$ cat src/rtl/uart_monitor_pkg.sv
// Shared types and constants for the uart_monitor bench-side UART endpoint.
package uart_monitor_pkg;
   localparam int OVERSAMPLE   = 16;
   localparam int SAMPLE_PHASE = 8;

   typedef enum logic [1:0] {PAR_NONE, PAR_EVEN, PAR_ODD} parity_e;
   typedef enum logic [2:0] {RX_IDLE, RX_START, RX_DATA, RX_PAR, RX_STOP} rx_state_e;
   typedef enum logic [2:0] {TX_IDLE, TX_START, TX_DATA, TX_PAR, TX_STOP} tx_state_e;
endpackage

$ cat src/rtl/uart_monitor_fifo.sv
// Generic first-word-fall-through FIFO; head holds the last popped word while empty.
module uart_monitor_fifo #(
   parameter int WIDTH = 8,
   parameter int DEPTH = 16
) (
   input  logic                         clk,
   input  logic                         rst_n,
   input  logic                         push,
   input  logic                         pop,
   input  logic [WIDTH-1:0]             wdata,
   output logic [WIDTH-1:0]             rdata,
   output logic                         full,
   output logic                         empty,
   output logic [$clog2(DEPTH+1)-1:0]   level
);
   localparam int AW = $clog2(DEPTH);
   localparam int LW = $clog2(DEPTH+1);

   logic [WIDTH-1:0] mem [DEPTH];
   logic [AW-1:0]    wr_ptr, rd_ptr;
   logic [LW-1:0]    count;
   logic [WIDTH-1:0] last_q;
   logic             do_push, do_pop;

   assign full    = (count == LW'(DEPTH));
   assign empty   = (count == '0);
   assign do_pop  = pop & ~empty;
   assign do_push = push & (~full | do_pop);
   assign rdata   = empty ? last_q : mem[rd_ptr];
   assign level   = count;

   // NOTE: the storage array has no reset; only pointers, count and the hold register do,
   // and rdata never exposes the array while empty.
   always_ff @(posedge clk) begin
      if (do_push) mem[wr_ptr] <= wdata;
   end

   always_ff @(posedge clk or negedge rst_n) begin
      if (!rst_n) begin
         wr_ptr <= '0;
         rd_ptr <= '0;
         count  <= '0;
         last_q <= '0;
      end else begin
         if (do_push) wr_ptr <= wr_ptr + 1'b1;
         if (do_pop) begin
            rd_ptr <= rd_ptr + 1'b1;
            last_q <= mem[rd_ptr];
         end
         count <= count + LW'(do_push) - LW'(do_pop);
      end
   end
endmodule

$ cat src/rtl/uart_monitor.sv
// Bench-side UART endpoint: runtime tick generator, oversampling RX with FIFO and
// error/break reporting, and a handshake-driven TX for stimulus injection.
module uart_monitor
   import uart_monitor_pkg::*;
#(
   parameter int DATA_BITS  = 8,
   parameter int PARITY     = 0,
   parameter int STOP_BITS  = 1,
   parameter int FIFO_DEPTH = 16,
   parameter int DIV_W      = 16
) (
   input  logic                            sys_clk_i,
   input  logic                            sys_rst_ni,
   input  logic [DIV_W-1:0]                divisor_i,
   input  logic                            uart_rx_i,
   output logic                            uart_tx_o,
   output logic [DATA_BITS-1:0]            rx_data_o,
   output logic                            rx_valid_o,
   input  logic                            rx_ready_i,
   output logic [$clog2(FIFO_DEPTH+1)-1:0] rx_level_o,
   output logic                            frame_err_o,
   output logic                            parity_err_o,
   output logic                            break_o,
   output logic                            overflow_o,
   input  logic                            ovf_clr_i,
   input  logic [DATA_BITS-1:0]            tx_data_i,
   input  logic                            tx_valid_i,
   output logic                            tx_ready_o
);
   localparam parity_e PAR_MODE = parity_e'(PARITY);

   logic [DIV_W-1:0] tick_cnt;
   logic             run, tick;

   assign run  = (divisor_i != '0);
   assign tick = run && (tick_cnt == '0);

   always_ff @(posedge sys_clk_i or negedge sys_rst_ni) begin
      if (!sys_rst_ni)            tick_cnt <= '0;
      else if (!run)              tick_cnt <= '0;
      else if (tick_cnt == '0)    tick_cnt <= divisor_i - 1'b1;
      else                        tick_cnt <= tick_cnt - 1'b1;
   end

   // Synchroniser and edge history reset to the idle (high) line level.
   logic rx_meta, rx_sync, rx_prev;
   always_ff @(posedge sys_clk_i or negedge sys_rst_ni) begin
      if (!sys_rst_ni) begin
         rx_meta <= 1'b1;
         rx_sync <= 1'b1;
         rx_prev <= 1'b1;
      end else begin
         rx_meta <= uart_rx_i;
         rx_sync <= rx_meta;
         rx_prev <= rx_sync;
      end
   end

   rx_state_e            rx_state;
   logic [3:0]           rx_phase, rx_idx;
   logic [DATA_BITS-1:0] rx_shift;
   logic                 rx_par_acc, rx_any_high, rx_stop_err;
   logic                 push, fifo_full, fifo_empty, pop;
   logic                 rx_bit_end, stop_err_n, any_high_n, rx_par_bad;

   assign rx_bit_end = tick && (rx_phase == 4'(OVERSAMPLE-1));
   assign stop_err_n = rx_stop_err | ~rx_sync;
   assign any_high_n = rx_any_high | rx_sync;
   assign rx_par_bad = (PAR_MODE == PAR_EVEN) ? rx_par_acc :
                       (PAR_MODE == PAR_ODD)  ? ~rx_par_acc : 1'b0;

   always_ff @(posedge sys_clk_i or negedge sys_rst_ni) begin
      if (!sys_rst_ni) begin
         rx_state     <= RX_IDLE;
         rx_phase     <= '0;
         rx_idx       <= '0;
         rx_shift     <= '0;
         rx_par_acc   <= 1'b0;
         rx_any_high  <= 1'b0;
         rx_stop_err  <= 1'b0;
         push         <= 1'b0;
         frame_err_o  <= 1'b0;
         parity_err_o <= 1'b0;
         break_o      <= 1'b0;
      end else begin
         push         <= 1'b0;
         frame_err_o  <= 1'b0;
         parity_err_o <= 1'b0;
         break_o      <= 1'b0;
         if (tick) rx_phase <= rx_phase + 1'b1;
         case (rx_state)
            RX_IDLE: if (run && rx_prev && !rx_sync) begin
               rx_state <= RX_START;
               rx_phase <= '0;
            end
            RX_START: if (tick && rx_phase == 4'(SAMPLE_PHASE-1)) begin
               rx_phase <= '0;
               if (rx_sync) rx_state <= RX_IDLE;
               else begin
                  rx_state    <= RX_DATA;
                  rx_idx      <= '0;
                  rx_par_acc  <= 1'b0;
                  rx_any_high <= 1'b0;
                  rx_stop_err <= 1'b0;
               end
            end
            RX_DATA: if (rx_bit_end) begin
               rx_shift    <= {rx_sync, rx_shift[DATA_BITS-1:1]};
               rx_par_acc  <= rx_par_acc ^ rx_sync;
               rx_any_high <= any_high_n;
               if (rx_idx == 4'(DATA_BITS-1)) begin
                  rx_idx   <= '0;
                  rx_state <= (PAR_MODE == PAR_NONE) ? RX_STOP : RX_PAR;
               end else rx_idx <= rx_idx + 1'b1;
            end
            RX_PAR: if (rx_bit_end) begin
               rx_par_acc  <= rx_par_acc ^ rx_sync;
               rx_any_high <= any_high_n;
               rx_state    <= RX_STOP;
            end
            RX_STOP: if (rx_bit_end) begin
               if (rx_idx == 4'(STOP_BITS-1)) begin
                  rx_state <= RX_IDLE;
                  if (!any_high_n) break_o <= 1'b1;
                  else if (stop_err_n || rx_par_bad) begin
                     frame_err_o  <= stop_err_n;
                     parity_err_o <= rx_par_bad;
                  end else push <= 1'b1;
               end else begin
                  rx_idx      <= rx_idx + 1'b1;
                  rx_stop_err <= stop_err_n;
                  rx_any_high <= any_high_n;
               end
            end
            default: rx_state <= RX_IDLE;
         endcase
      end
   end

   assign rx_valid_o = ~fifo_empty;
   assign pop        = rx_valid_o & rx_ready_i;

   uart_monitor_fifo #(.WIDTH(DATA_BITS), .DEPTH(FIFO_DEPTH)) u_fifo (
      .clk   (sys_clk_i),
      .rst_n (sys_rst_ni),
      .push  (push),
      .pop   (pop),
      .wdata (rx_shift),
      .rdata (rx_data_o),
      .full  (fifo_full),
      .empty (fifo_empty),
      .level (rx_level_o)
   );

   always_ff @(posedge sys_clk_i or negedge sys_rst_ni) begin
      if (!sys_rst_ni) overflow_o <= 1'b0;
      else             overflow_o <= (push & fifo_full & ~pop) | (overflow_o & ~ovf_clr_i);
   end

   tx_state_e            tx_state;
   logic [3:0]           tx_phase, tx_idx;
   logic [DATA_BITS-1:0] tx_shift;
   logic                 tx_par, tx_started, tx_b2b, tx_bit_end;

   assign tx_bit_end = tick && (tx_phase == 4'(OVERSAMPLE-1));

   always_ff @(posedge sys_clk_i or negedge sys_rst_ni) begin
      if (!sys_rst_ni) begin
         tx_state   <= TX_IDLE;
         tx_phase   <= '0;
         tx_idx     <= '0;
         tx_shift   <= '0;
         tx_par     <= 1'b0;
         tx_started <= 1'b0;
         tx_b2b     <= 1'b0;
         uart_tx_o  <= 1'b1;
         tx_ready_o <= 1'b1;
      end else begin
         tx_b2b <= 1'b0;
         if (tick) tx_phase <= tx_phase + 1'b1;
         case (tx_state)
            TX_IDLE: if (tx_valid_i && tx_ready_o) begin
               tx_shift   <= tx_data_i;
               tx_par     <= (^tx_data_i) ^ (PAR_MODE == PAR_ODD);
               tx_ready_o <= 1'b0;
               tx_state   <= TX_START;
               // Accepting right after a stop bit ended: that tick boundary is now, start at once.
               tx_started <= tx_b2b;
               if (tx_b2b) uart_tx_o <= 1'b0;
            end
            TX_START: if (!tx_started) begin
               if (tick) begin
                  uart_tx_o  <= 1'b0;
                  tx_started <= 1'b1;
                  tx_phase   <= '0;
               end
            end else if (tx_bit_end) begin
               uart_tx_o <= tx_shift[0];
               tx_shift  <= tx_shift >> 1;
               tx_idx    <= '0;
               tx_state  <= TX_DATA;
            end
            TX_DATA: if (tx_bit_end) begin
               if (tx_idx == 4'(DATA_BITS-1)) begin
                  tx_idx <= '0;
                  if (PAR_MODE == PAR_NONE) begin
                     uart_tx_o <= 1'b1;
                     tx_state  <= TX_STOP;
                  end else begin
                     uart_tx_o <= tx_par;
                     tx_state  <= TX_PAR;
                  end
               end else begin
                  uart_tx_o <= tx_shift[0];
                  tx_shift  <= tx_shift >> 1;
                  tx_idx    <= tx_idx + 1'b1;
               end
            end
            TX_PAR: if (tx_bit_end) begin
               uart_tx_o <= 1'b1;
               tx_state  <= TX_STOP;
            end
            TX_STOP: if (tx_bit_end) begin
               if (tx_idx == 4'(STOP_BITS-1)) begin
                  tx_state   <= TX_IDLE;
                  tx_ready_o <= 1'b1;
                  tx_b2b     <= 1'b1;
               end else tx_idx <= tx_idx + 1'b1;
            end
            default: tx_state <= TX_IDLE;
         endcase
      end
   end
endmodule

$ cat config.mk
export PLATFORM = sky130hd
export DESIGN_NAME = uart_monitor
export DESIGN_NICKNAME = d
export VERILOG_FILES = /design/src/rtl/uart_monitor_pkg.sv /design/src/rtl/uart_monitor_fifo.sv /design/src/rtl/uart_monitor.sv
export SDC_FILE = /design/constraint.sdc
export NUM_CORES = 1
export LEC_CHECK = 0
export ABC_AREA = 1
export BUFFER_PORTS_ARGS = -buffer_cell sky130_fd_sc_hd__buf_2
export CORE_MARGIN = 5
export CORE_UTILIZATION = 55
export CTS_CLUSTER_SIZE = 14
export DETAILED_ROUTE_END_ITERATION = 8
export PLACE_DENSITY = 0.78
export SYNTH_ARGS = -nofsm -noshare
export SYNTH_HDL_FRONTEND = slang
export SYNTH_SLANG_ARGS = --single-unit
$ cat constraint.sdc
create_clock -name sys_clk_i -period 3.5 [get_ports sys_clk_i]
set_input_delay 0.525 -clock sys_clk_i [delete_from_list [all_inputs] [get_ports sys_clk_i]]
set_output_delay 0.525 -clock sys_clk_i [all_outputs]
set_load 0.05 [all_outputs]
==> results.md <==
- Status: completed
- Number of synthesized flops with an enable pin: 128
- Cell count after synthesis: 1037
- Layout cells sized above 1: 0.139
- CTS H-tree lvls: 1
- Cts bufs inserted: 22
- Worst-path cell chain: inv_1 -> buf_4 -> nor2_1 -> nor2_1 -> o21ai_0 -> o211ai_1 -> nand3_1 -> nand2_1 -> nand2_1 -> o21ai_0 -> buf_2
- Worst hold path type: in2async
- I/O Buffers: 48
- Vias: 7504
- Final setup viols: 0
- Pin slew with the least headroom to its limit: 0.825 ns
- Core area: 18100 sq um
- Setup WS pre-CTS: 0.590 ns
- Worst endpoint required time: 2.97 ns
- Clock transition at the registers of the reported paths: 0.06 ns
- Dpl cells: 1303
- Largest net degree at the start of global routing: 67
- Ratio of final minimum period to clock period: 0.931
- Ant. Diodes: 0
- Die area: 21400 sq um
- Post-Syn Area: 10200 sq um
- Prevailing post-synth register cell: edfxtp_1
- Peak VDD IR: 380 uV
- Synth top area cells: edfxtp_1, dfrtp_1, nand2_1
- CTS tree: done
- Die width: 146 um
- Starting Density: 0.564
- Mapped Avg Cell Area: 9.87 sq um
- Arrival time at the worst endpoint: 2.73 ns
- Final Hold Fails: 0
- Max FO, Critical Path: 26
- Die Height: 146 um
- Number of clock sinks: 216
- Share of the synthesized area in the top cell type: 0.376
- Lkg Pwr: 5.07 nW
- Rel. slew slack: 0.448
- Post-DP HPWL: 14800 um
- Syn_nets: 1087
- Final layout net count: 1148
- Global-route wire length before repair: 36800 um
- Crit path launch type: flop
- Clock latency on the worst-skew pair: 0.50 ns
- R2r setup slk: 0.57 ns
- Antenna violations before repair: 0
- Bufs on Longest Clock Path: 3
- Overall Global Routing Usage: 0.210
- Commonest non-fill, non-tap cells in the layout: nand2_1, nor2_1, edfxtp_1, inv_1, o21ai_0
- Area leader, netlist: edfxtp_1
- Synth warn: 0
- Post-synthesis sequential area ratio: 0.591
- DRC: 0
- FP Rows: 49
- Antenna-violating nets left: 0
- Routed WL per cell: 16.6 um
- Setup ws final: 0.243 ns
- Clock Tree Root: clkbuf_16
- Sequential cell area: 6050 sq um
- RSZ-0062 raised after global routing: no
- DRT Pass-1 Iters: 5
- Period minus WS final: 3.26 ns
- Post-CTS Setup Inserts: 0
- Total Wirelength: 22300 um
- Utilization after layout: 0.641
- Final non-filler cell total: 1343
- Cts repair resizes: 0
- TNS Setup: 0 ns
- Number of max-cap violations: 0
- Post-Layout Inst Area: 11600 sq um
- Layout fillers: 1400
- Worst path buffer plus inverter count: 3
- # hold bufs at CTS: 0
- Slowest CP cell: dfrtp_2
- DR vias/cell: 5.59
- Fmax: 307 MHz
- Worst path depth: 11
- Async SR Flop Fraction: 0.407
- GP Congestion: 0.869
- Max incr delay on CP: 0.43 ns
- Kind of critical path: reg2out
- Pwr/cell area: 710 nW/um^2
- Yosys reg bits: 216
- Total gr overflow: 0
- P&R area growth vs syn: 13.6%
- Most common cell after layout, fill and taps aside: nand2_1
- Post-synthesis cell type count: 45
- Clock Skew: 0.00713 ns
- Multi-input combinational cell area: 3620 sq um
- FF-to-FF path depth: 13
- Critical Path Sink Type: output port
- Number of global-route vias before repair: 7373
- DRT iter0 DRCs: 620
- Fin. max-slew vios: 0
- I/O Pins: 50
- Cell Area, Placed: 10800 sq um
- Worst path top cell family by delay: buffers and inverters
-- worst paths after layout --
path                                               from                         to
setup / recovery           u_fifo.rd_ptr[0]$_DFFE_PN0P_               rx_data_o[4]
hold reg to reg                       rx_meta$_DFF_PN1_          rx_sync$_DFF_PN1_
hold / removal                               sys_rst_ni      tx_idx[1]$_DFFE_PN0P_
max in group asynchronous                    sys_rst_ni          rx_sync$_DFF_PN1_
setup reg to reg              u_fifo.level[3]$_DFF_PN0_  u_fifo.level[4]$_DFF_PN0_
min in group sys_clk_i                        uart_rx_i          rx_meta$_DFF_PN1_
-- cells in the mapped netlist (18+ instances only) --
| cell type | number |
|---|---|
| inv_1 | 97 |
| ha_1 | 19 |
| mux2i_1 | 24 |
| nand3_1 | 52 |
| o21ai_0 | 95 |
| a21oi_1 | 23 |
| clkbuf_1 | 19 |
| edfxtp_1 | 128 |
| dfrtp_1 | 83 |
| nor2_1 | 158 |
| nand2_1 | 187 |
| o221ai_1 | 18 |
-- worst reg2reg max path: stages (launching register included) --
cell      delay, ns
dfrtp_1        0.40
inv_1          0.08
ha_1           0.18
nand4_1        0.12
nand2_1        0.16
clkinv_1       0.38
ha_1           0.43
inv_1          0.04
ha_1           0.21
fa_1           0.40
a21oi_1        0.15
nor2_1         0.05
nor2_1         0.11
xor2_1         0.15
-- cell type report --
type / instances / share of cell area
clock buffers: 32 / 0.0585
clock inverters: 8 / 0.0127
inverters: 103 / 0.0333
multi-input cells: 683 / 0.312
flip-flops and latches: 216 / 0.521
well taps: 229 / 0.0246
repair buffers: 72 / 0.0385
-- stage by stage --
step,hold slack [ns],total power [mW]
2_1_floorplan,0.229,4.99
3_3_place_gp,0.346,5.62
3_5_place_dp,0.349,5.68
4_1_cts,0.0957,8.30
5_1_grt,0.114,8.72
6_report,0.0710,8.25
-- flip-flops by register name, summed over array words and instances (netlist names), 5 cells and up --
register and count:
rx_shift 8, tick_cnt 16, tx_shift 8, u_fifo.last_q 8, u_fifo.level 5, u_fifo.mem 128
-- layer usage --
metal / routed length [um] / up-vias / GRT usage
met5: 0 / - / 0
met4: 422 / 0 / 0.0564
met3: 1430 / 34 / 0.0328
met2: 10900 / 241 / 0.355
met1: 9520 / 3599 / 0.286
li1: - / 3630 / -
-- logic make-up (layout without fill, tap and decap cells) --
logic type	after synthesis	after routing	synth area share
AOI/OAI and AO/OA	179	179	0.105
xor gates and xnor gates	13	13	0.0111
adders and majority gates	20	20	0.0252
buffers and inverters	138	215	0.0545
DFF	216	216	0.591
muxes	24	24	0.0235
other	1	1	0.000366
and+or+nand+nor	446	446	0.189
-- report_power, final --
group / switching (mW) / leakage, nW / internal (mW)
Combinational: 1.88 / 2.41 / 0.786
Sequential: 0.129 / 2.27 / 2.86
Clock: 0.954 / 0.398 / 1.65
Total: 2.96 / 5.07 / 5.29
No activity file was read; power rests on OpenSTA's default activity.
